$ cat src/rtl/alu_pkg.sv
// Shared ALU definitions: ALU_control codes, the buffered result record and flag-masking helper.
package alu_pkg;

    localparam int ALU_WIDTH = 32;

    localparam logic [3:0] ALU_AND  = 4'b0000;
    localparam logic [3:0] ALU_OR   = 4'b0001;
    localparam logic [3:0] ALU_ADD  = 4'b0010;
    localparam logic [3:0] ALU_SUB  = 4'b0110;
    localparam logic [3:0] ALU_SLT  = 4'b0111;
    localparam logic [3:0] ALU_NOR  = 4'b1100;
    localparam logic [3:0] ALU_NAND = 4'b1101;

    typedef struct packed {
        logic [3:0]           ctrl;
        logic                 overflow;
        logic                 cout;
        logic                 zero;
        logic [ALU_WIDTH-1:0] result;
    } alu_rec_t;

    // Carry and overflow are only meaningful for the arithmetic operations.
    function automatic logic has_arith_flags(input logic [3:0] ctrl);
        return (ctrl == ALU_ADD) || (ctrl == ALU_SUB);
    endfunction

endpackage

$ cat src/rtl/alu_buf_ram.sv
// DEPTH x alu_rec_t register array: one synchronous write port, one asynchronous read port.
module alu_buf_ram
    import alu_pkg::*;
#(
    parameter int DEPTH = 4,
    parameter int AW    = $clog2(DEPTH)
) (
    input  logic          clk,
    input  logic          rst_n,
    input  logic          we,
    input  logic [AW-1:0] waddr,
    input  alu_rec_t      wdata,
    input  logic [AW-1:0] raddr,
    output alu_rec_t      rdata
);

    alu_rec_t mem [DEPTH];

    // NOTE: the array is reset so a stale record can never leak onto the head outputs;
    // this is cheap at this depth and keeps the buffer free of X after reset.
    always_ff @(posedge clk or negedge rst_n) begin
        if (!rst_n) begin
            for (int i = 0; i < DEPTH; i++) begin
                mem[i] <= '0;
            end
        end else if (we) begin
            mem[waddr] <= wdata;
        end
    end

    assign rdata = mem[raddr];

endmodule

$ cat src/rtl/alu_result_buffer.sv
// Registered FIFO stage behind the ALU with valid/ready handshake on both sides.
// Define ALU_RESULT_BUFFER_STICKY_EN to enable sticky overflow flag and saturating overflow counter.
module alu_result_buffer
    import alu_pkg::*;
#(
    parameter int DEPTH = 4,
    parameter int WIDTH = ALU_WIDTH
) (
    input  logic                     clk,
    input  logic                     rst_n,
    input  logic                     in_valid,
    output logic                     in_ready,
    input  logic [WIDTH-1:0]         in_result,
    input  logic                     in_zero,
    input  logic                     in_cout,
    input  logic                     in_overflow,
    input  logic [3:0]               in_ctrl,
    output logic                     out_valid,
    input  logic                     out_ready,
    output logic [WIDTH-1:0]         out_result,
    output logic                     out_zero,
    output logic                     out_cout,
    output logic                     out_overflow,
    output logic [3:0]               out_ctrl,
    output logic [$clog2(DEPTH):0]   count,
    input  logic                     clear_sticky,
    output logic                     sticky_ovf,
    output logic [7:0]               ovf_count
);

    localparam int AW = $clog2(DEPTH);
    localparam int CW = AW + 1;
    localparam logic [CW-1:0] FULL = CW'(DEPTH);

    logic [AW-1:0] wr_ptr;
    logic [AW-1:0] rd_ptr;
    logic          push;
    logic          pop;
    alu_rec_t      wr_rec;
    alu_rec_t      rd_rec;
    alu_rec_t      head;

    // Both handshakes depend only on registered count, so no ready/valid path crosses the stage.
    assign in_ready  = (count < FULL);
    assign out_valid = (count != '0);
    assign push      = in_valid && in_ready;
    assign pop       = out_valid && out_ready;

    always_comb begin
        wr_rec          = '0;
        wr_rec.ctrl     = in_ctrl;
        wr_rec.zero     = in_zero;
        wr_rec.result   = in_result;
        if (has_arith_flags(in_ctrl)) begin
            wr_rec.cout     = in_cout;
            wr_rec.overflow = in_overflow;
        end
    end

    alu_buf_ram #(
        .DEPTH (DEPTH)
    ) u_ram (
        .clk   (clk),
        .rst_n (rst_n),
        .we    (push),
        .waddr (wr_ptr),
        .wdata (wr_rec),
        .raddr (rd_ptr),
        .rdata (rd_rec)
    );

    // NOTE: all state below uses non-blocking assignments so every register samples
    // pre-edge values of the others, independent of block ordering.
    always_ff @(posedge clk or negedge rst_n) begin
        if (!rst_n) begin
            wr_ptr <= '0;
            rd_ptr <= '0;
            count  <= '0;
        end else begin
            if (push) wr_ptr <= wr_ptr + AW'(1);
            if (pop)  rd_ptr <= rd_ptr + AW'(1);
            case ({push, pop})
                2'b10:   count <= count + CW'(1);
                2'b01:   count <= count - CW'(1);
                default: count <= count;
            endcase
        end
    end

    assign head         = out_valid ? rd_rec : '0;
    assign out_result   = head.result;
    assign out_zero     = head.zero;
    assign out_cout     = head.cout;
    assign out_overflow = head.overflow;
    assign out_ctrl     = head.ctrl;

`ifdef ALU_RESULT_BUFFER_STICKY_EN
    logic ovf_push;
    assign ovf_push = push && wr_rec.overflow;

    // A new overflow in the same cycle as a clear wins and restarts the count at one.
    always_ff @(posedge clk or negedge rst_n) begin
        if (!rst_n) begin
            sticky_ovf <= 1'b0;
            ovf_count  <= 8'd0;
        end else if (ovf_push) begin
            sticky_ovf <= 1'b1;
            if (clear_sticky)
                ovf_count <= 8'd1;
            else if (ovf_count != 8'hFF)
                ovf_count <= ovf_count + 8'd1;
        end else if (clear_sticky) begin
            sticky_ovf <= 1'b0;
            ovf_count  <= 8'd0;
        end
    end
`else
    logic unused_clear_sticky;
    assign unused_clear_sticky = clear_sticky;
    assign sticky_ovf          = 1'b0;
    assign ovf_count           = 8'd0;
`endif

endmodule

$ cat config.mk
export PLATFORM = sky130hd
export DESIGN_NAME = alu_result_buffer
export DESIGN_NICKNAME = d
export VERILOG_FILES = /design/src/rtl/alu_pkg.sv /design/src/rtl/alu_buf_ram.sv /design/src/rtl/alu_result_buffer.sv
export SDC_FILE = /design/constraint.sdc
export NUM_CORES = 1
export LEC_CHECK = 0
export ABC_AREA = 0
export CAP_MARGIN = 20
export CORE_AREA = 8 8 132 134
export DETAILED_ROUTE_END_ITERATION = 7
export DIE_AREA = 0 0 140 142
export GPL_TIMING_DRIVEN = 0
export PLACE_DENSITY = 0.75
export SYNTH_ARGS = -nofsm -noshare
export SYNTH_HDL_FRONTEND = slang
export SYNTH_HIERARCHICAL = 1
export SYNTH_SLANG_ARGS = --single-unit
$ cat constraint.sdc
create_clock -name clk -period 1.7 [get_ports clk]
set_input_delay 0.34 -clock clk [delete_from_list [all_inputs] [get_ports clk]]
set_output_delay 0.34 -clock clk [all_outputs]
set_load 0.005 [all_outputs]
==> summary.txt, run 1 <==
Setup path
  – Critical Path Sink Type: output port
  – Worst setup path category: flip-flop to output port
  – Kind of start point of the critical path: flip-flop
  – Arrival time at the worst endpoint: ~2000 ps
  – Biggest fanout along the worst timing path: 5
  – Slowest library cell on the worst path: sky130_fd_sc_hd__dfrtp_2
  – Maximum single-stage delay on the critical path: 420 ps
  – Most frequent cell on the critical path: sky130_fd_sc_hd__buf_6
  – Critical path data required time: 1360 ps
  – Critical Path, Cell by Cell: buf_6, buf_12, buf_8, buf_6, mux4_2, and2_4, buf_6

Synthesis
  – Total number of yosys warnings: 6
  – Distinct cell type count after synthesis: 25
  – Post-synthesis sequential area ratio: 54.2%
  – Post-Syn Area: 7520 µm²
  – Post-synthesis area per instance: 16.3 µm²
  – Mapped Cells: 462
  – Flops & latches, synth: roughly 160

Clock network
  – CTS Root Buffer Type: sky130_fd_sc_hd__clkbuf_16
  – CTS tree: done
  – Number of buffers created by CTS: 17
  – Clock latency at the later pin of the worst-skew pair: 410 ps
  – Post-CTS Hold Buffers: 0
  – TritonCTS Sinks: 163
  – H-tree Lvls: 4
  – Number of buffers on the longest clock path: 2
  – Clock transition at path regs: 60 ps

Outcome
  – Result of the run: finished, violations left
  – Violated checks: setup timing

Die
  – Die Outline Area: 19,900 µm²
  – CORE AREA: 15,400 µm²
  – Count of boundary I/O pins: 97
  – Vertical die dimension: 142 µm
  – Standard-cell rows: 46
  – Width of the chip: roughly 140 µm
  – Effective utilization at floorplan: around 49%

Place
  – Number of buffers inserted by port buffering: 86
  – HPWL after DPL: 11,000 µm
  – Routability congestion estimate: 0.750
  – Dpl cell area: 8710 µm²
  – Number of placed instances with taps included: between 700 and 800

Power
  – Power Density: 2120 nW/µm²
  – Power Total: approximately 22 mW
  – Leakage component of the power: 4.67 nW
  – Maximum vdd ir drop: 1.05 mV

Route
  – Residual antenna-violating net count after detailed routing: 0
  – Length of routed met3 wiring: about 870 µm
  – Number of design-rule violations left by the first detailed-router iteration: slightly below 200
  – Number of detailed-routing iterations run before antenna repair: 4
  – Vias after detailed routing: 4,506
  – Aggregate routed wire length: 18,300 µm
  – Routed wire length on met2: 9840 µm
  – Via density per instance: 5.45
  – Final routed wire length divided by cell count: 22.1 µm
  – Highest signal layer in the routed design: met4
  – Post-route DRC violation count: 0
  – Met1 Wirelength: 7420 µm

Cells and area
  – Inserted Diodes: 0
  – Final Cell Area: about 10,000 µm²
  – Sequential cell area: between 4000 and 5000 µm²
  – # fillers: 1,076
  – Synth-to-layout area growth: 36.0%
  – Net total in the final layout: 668
  – Share of final-layout standard cells stronger than drive strength 1: about 60%
  – Post-route insts no fill: 827
  – Area used by multi-input combinational logic: 3450 µm²

STA
  – Final clock skew: about 5.6 ps
  – Setup violators final: 91
  – Top achievable clock speed: 425 MHz
  – Transition time at the pin with the least slew margin: 942 ps
  – Final-report max-slew violation count: 0
  – Hold Worst Slack: 48.1 ps
  – Clock period minus final worst setup slack: roughly 2400 ps
  – Slew Limit Headroom: about 37%
  – Final Hold Violating Endpoints: 0
  – Final period util: 138%
  – Worst path setup slack after routing: -651 ps
  – RSZ-0062 raised after global routing: yes

GRT
  – Total global routing overflow: 0
  – Via count of the first global-routing pass: between 5,000 and 6,000
  – Wire length of the first global-routing pass: 29,300 µm
  – Initial antenna violation count: 0
  – Largest net degree at the start of global routing: 104
  – Overall track demand over capacity in global routing: a little under a fifth

Hold path
  – Class of the most critical hold timing path: primary input to asynchronous set/reset pin

Run
  – # Max-Cap Violations: 0
## per-stage QoR
step                       TNS, ps  worst slack [ps]  util (%)
after global placement    -1027060             -5830      56.3
after global routing        -31150              -709      66.3
after detailed placement    -82330              -685      56.4
final                       -22510              -651      66.3
after floorplan               -661             -89.7         -
after CTS                   -29540              -769      65.3
## cell families after synthesis
family        Yosys count  synth area share [%]
flops                 163                  54.2
other cells             1                0.0499
buf+inv                42                  3.86
simple gates           51                  4.43
mux                   196                  36.2
xor+xnor                7                 0.815
fa+ha+maj               2                 0.433
## routing by layer
metal  up-vias  global-route usage, %
met1      2401                   23.4
met4         0                   4.00
met3        13                   5.00
met5         -                      0
met2       110                   33.8
li1       1982                      -
## timing repair
item                       4_1_cts  5_1_grt
pin swaps                       20       11
buffers inserted                36       10
setup endpoints to repair      183      192
cloned                           6        3
gates resized for setup        301       49
hold endpoints to repair         0        0
## path summary, 6_finish.rpt
kind	depth (start not counted)	end	slack (ps)	startpoint
setup / recovery	7	out_overflow	-650	rd_ptr[0]$_DFFE_PN0P_
hold / removal	1	u_ram/mem[42]$_DFFE_PN0P_	50	rst_n
setup reg to reg	9	count[2]$_DFFE_PN0P_	-310	count[2]$_DFFE_PN0P_
hold reg to reg	1	u_ram/mem[26]$_DFFE_PN0P_	490	u_ram/mem[26]$_DFFE_PN0P_
max in group asynchronous	2	rd_ptr[0]$_DFFE_PN0P_	820	rst_n
min in group clk	1	u_ram/mem[26]$_DFFE_PN0P_	490	u_ram/mem[26]$_DFFE_PN0P_
## sequential cells by signal, indices dropped and copies added, names as in the netlist
signal and flops:
wr_ptr 2, u_ram/mem 156, count 3, rd_ptr 2
## final cells by class
type	count	area share, %
Tap cell	192	2.35
Clock inverter	9	0.771
Buffer	35	3.95
Timing Repair Buffer	135	14.3
Inverter	5	0.257
Multi-Input combinational cell	265	33.8
Sequential cell	163	39.9
Clock buffer	23	4.77
## cells in the mapped netlist
cell type                    n  area share (%)
sky130_fd_sc_hd__and2_4      1            0.12
sky130_fd_sc_hd__inv_1       5            0.25
sky130_fd_sc_hd__or3_4       1            0.15
sky130_fd_sc_hd__xnor2_1     4            0.47
sky130_fd_sc_hd__clkbuf_1    2            0.10
sky130_fd_sc_hd__mux4_2     39              12
sky130_fd_sc_hd__nor4bb_1    2            0.27
sky130_fd_sc_hd__dfrtp_1   163              54
sky130_fd_sc_hd__xor2_1      3            0.35
sky130_fd_sc_hd__nand3_1     2            0.13
sky130_fd_sc_hd__buf_2      13            0.87
sky130_fd_sc_hd__fa_1        1            0.27
sky130_fd_sc_hd__mux2_4     20             4.0
sky130_fd_sc_hd__nor3b_2     1            0.17
sky130_fd_sc_hd__mux2_2    116              17
sky130_fd_sc_hd__nand3b_1    2            0.20
sky130_fd_sc_hd__buf_4      13             1.3
sky130_fd_sc_hd__ha_1        1            0.17
sky130_fd_sc_hd__nor2_1      1           0.050
sky130_fd_sc_hd__mux2i_1     1            0.13
sky130_fd_sc_hd__mux2_1     20             3.0
sky130_fd_sc_hd__conb_1      1           0.050
sky130_fd_sc_hd__and2_1     39             3.2
sky130_fd_sc_hd__buf_6       9             1.3
sky130_fd_sc_hd__nand2_1     2            0.10
## power by group
group	leakage (nW)	internal (mW)	switching [mW]	total (mW)
sequential	1.97	5.84	1.09	6.93
combinational	2.42	7.44	3.65	11.1
clock	0.279	2.16	1.48	3.64
total	4.67	15.4	6.23	21.7
## layout by cell type, fill, tap and decap left out, drive strengths merged
cell and instances:
dfrtp 163, mux2 156, buf 116, clkdlybuf4s50 41
and2 40, mux4 39, clkbuf 30, conb 9
clkinv 6, inv 5, xnor2 4, xor2 3
dlygate4sd2 3, clkdlybuf4s15 3, nor4bb 2, clkinvlp 2
nand3b 2, nand2 2, nand3 2, or3 1
mux2i 1, nor2 1, fa 1, ha 1
bufinv 1, nor3b 1
## worst max-delay path, delay by kind of cell (launching register included)
kind                   cells  cell delay, ps
buffers and inverters      5             620
flip-flops                 1             420
multiplexers               1             410
AND/OR/NAND/NOR            1             160
No activity file was read; power rests on OpenSTA's default activity.
==> inputs of run 2 (changes only) <==
--- a/config.mk
+++ b/config.mk
@@ -10,6 +10,7 @@
 export CORE_AREA = 8 8 132 134
 export DETAILED_ROUTE_END_ITERATION = 7
 export DIE_AREA = 0 0 140 142
+export GPL_ROUTABILITY_DRIVEN = 0
 export GPL_TIMING_DRIVEN = 0
 export PLACE_DENSITY = 0.75
 export SYNTH_ARGS = -nofsm -noshare
==> results of run 2 <==
Final layout, timing and power as in run 1 (identical DEF).
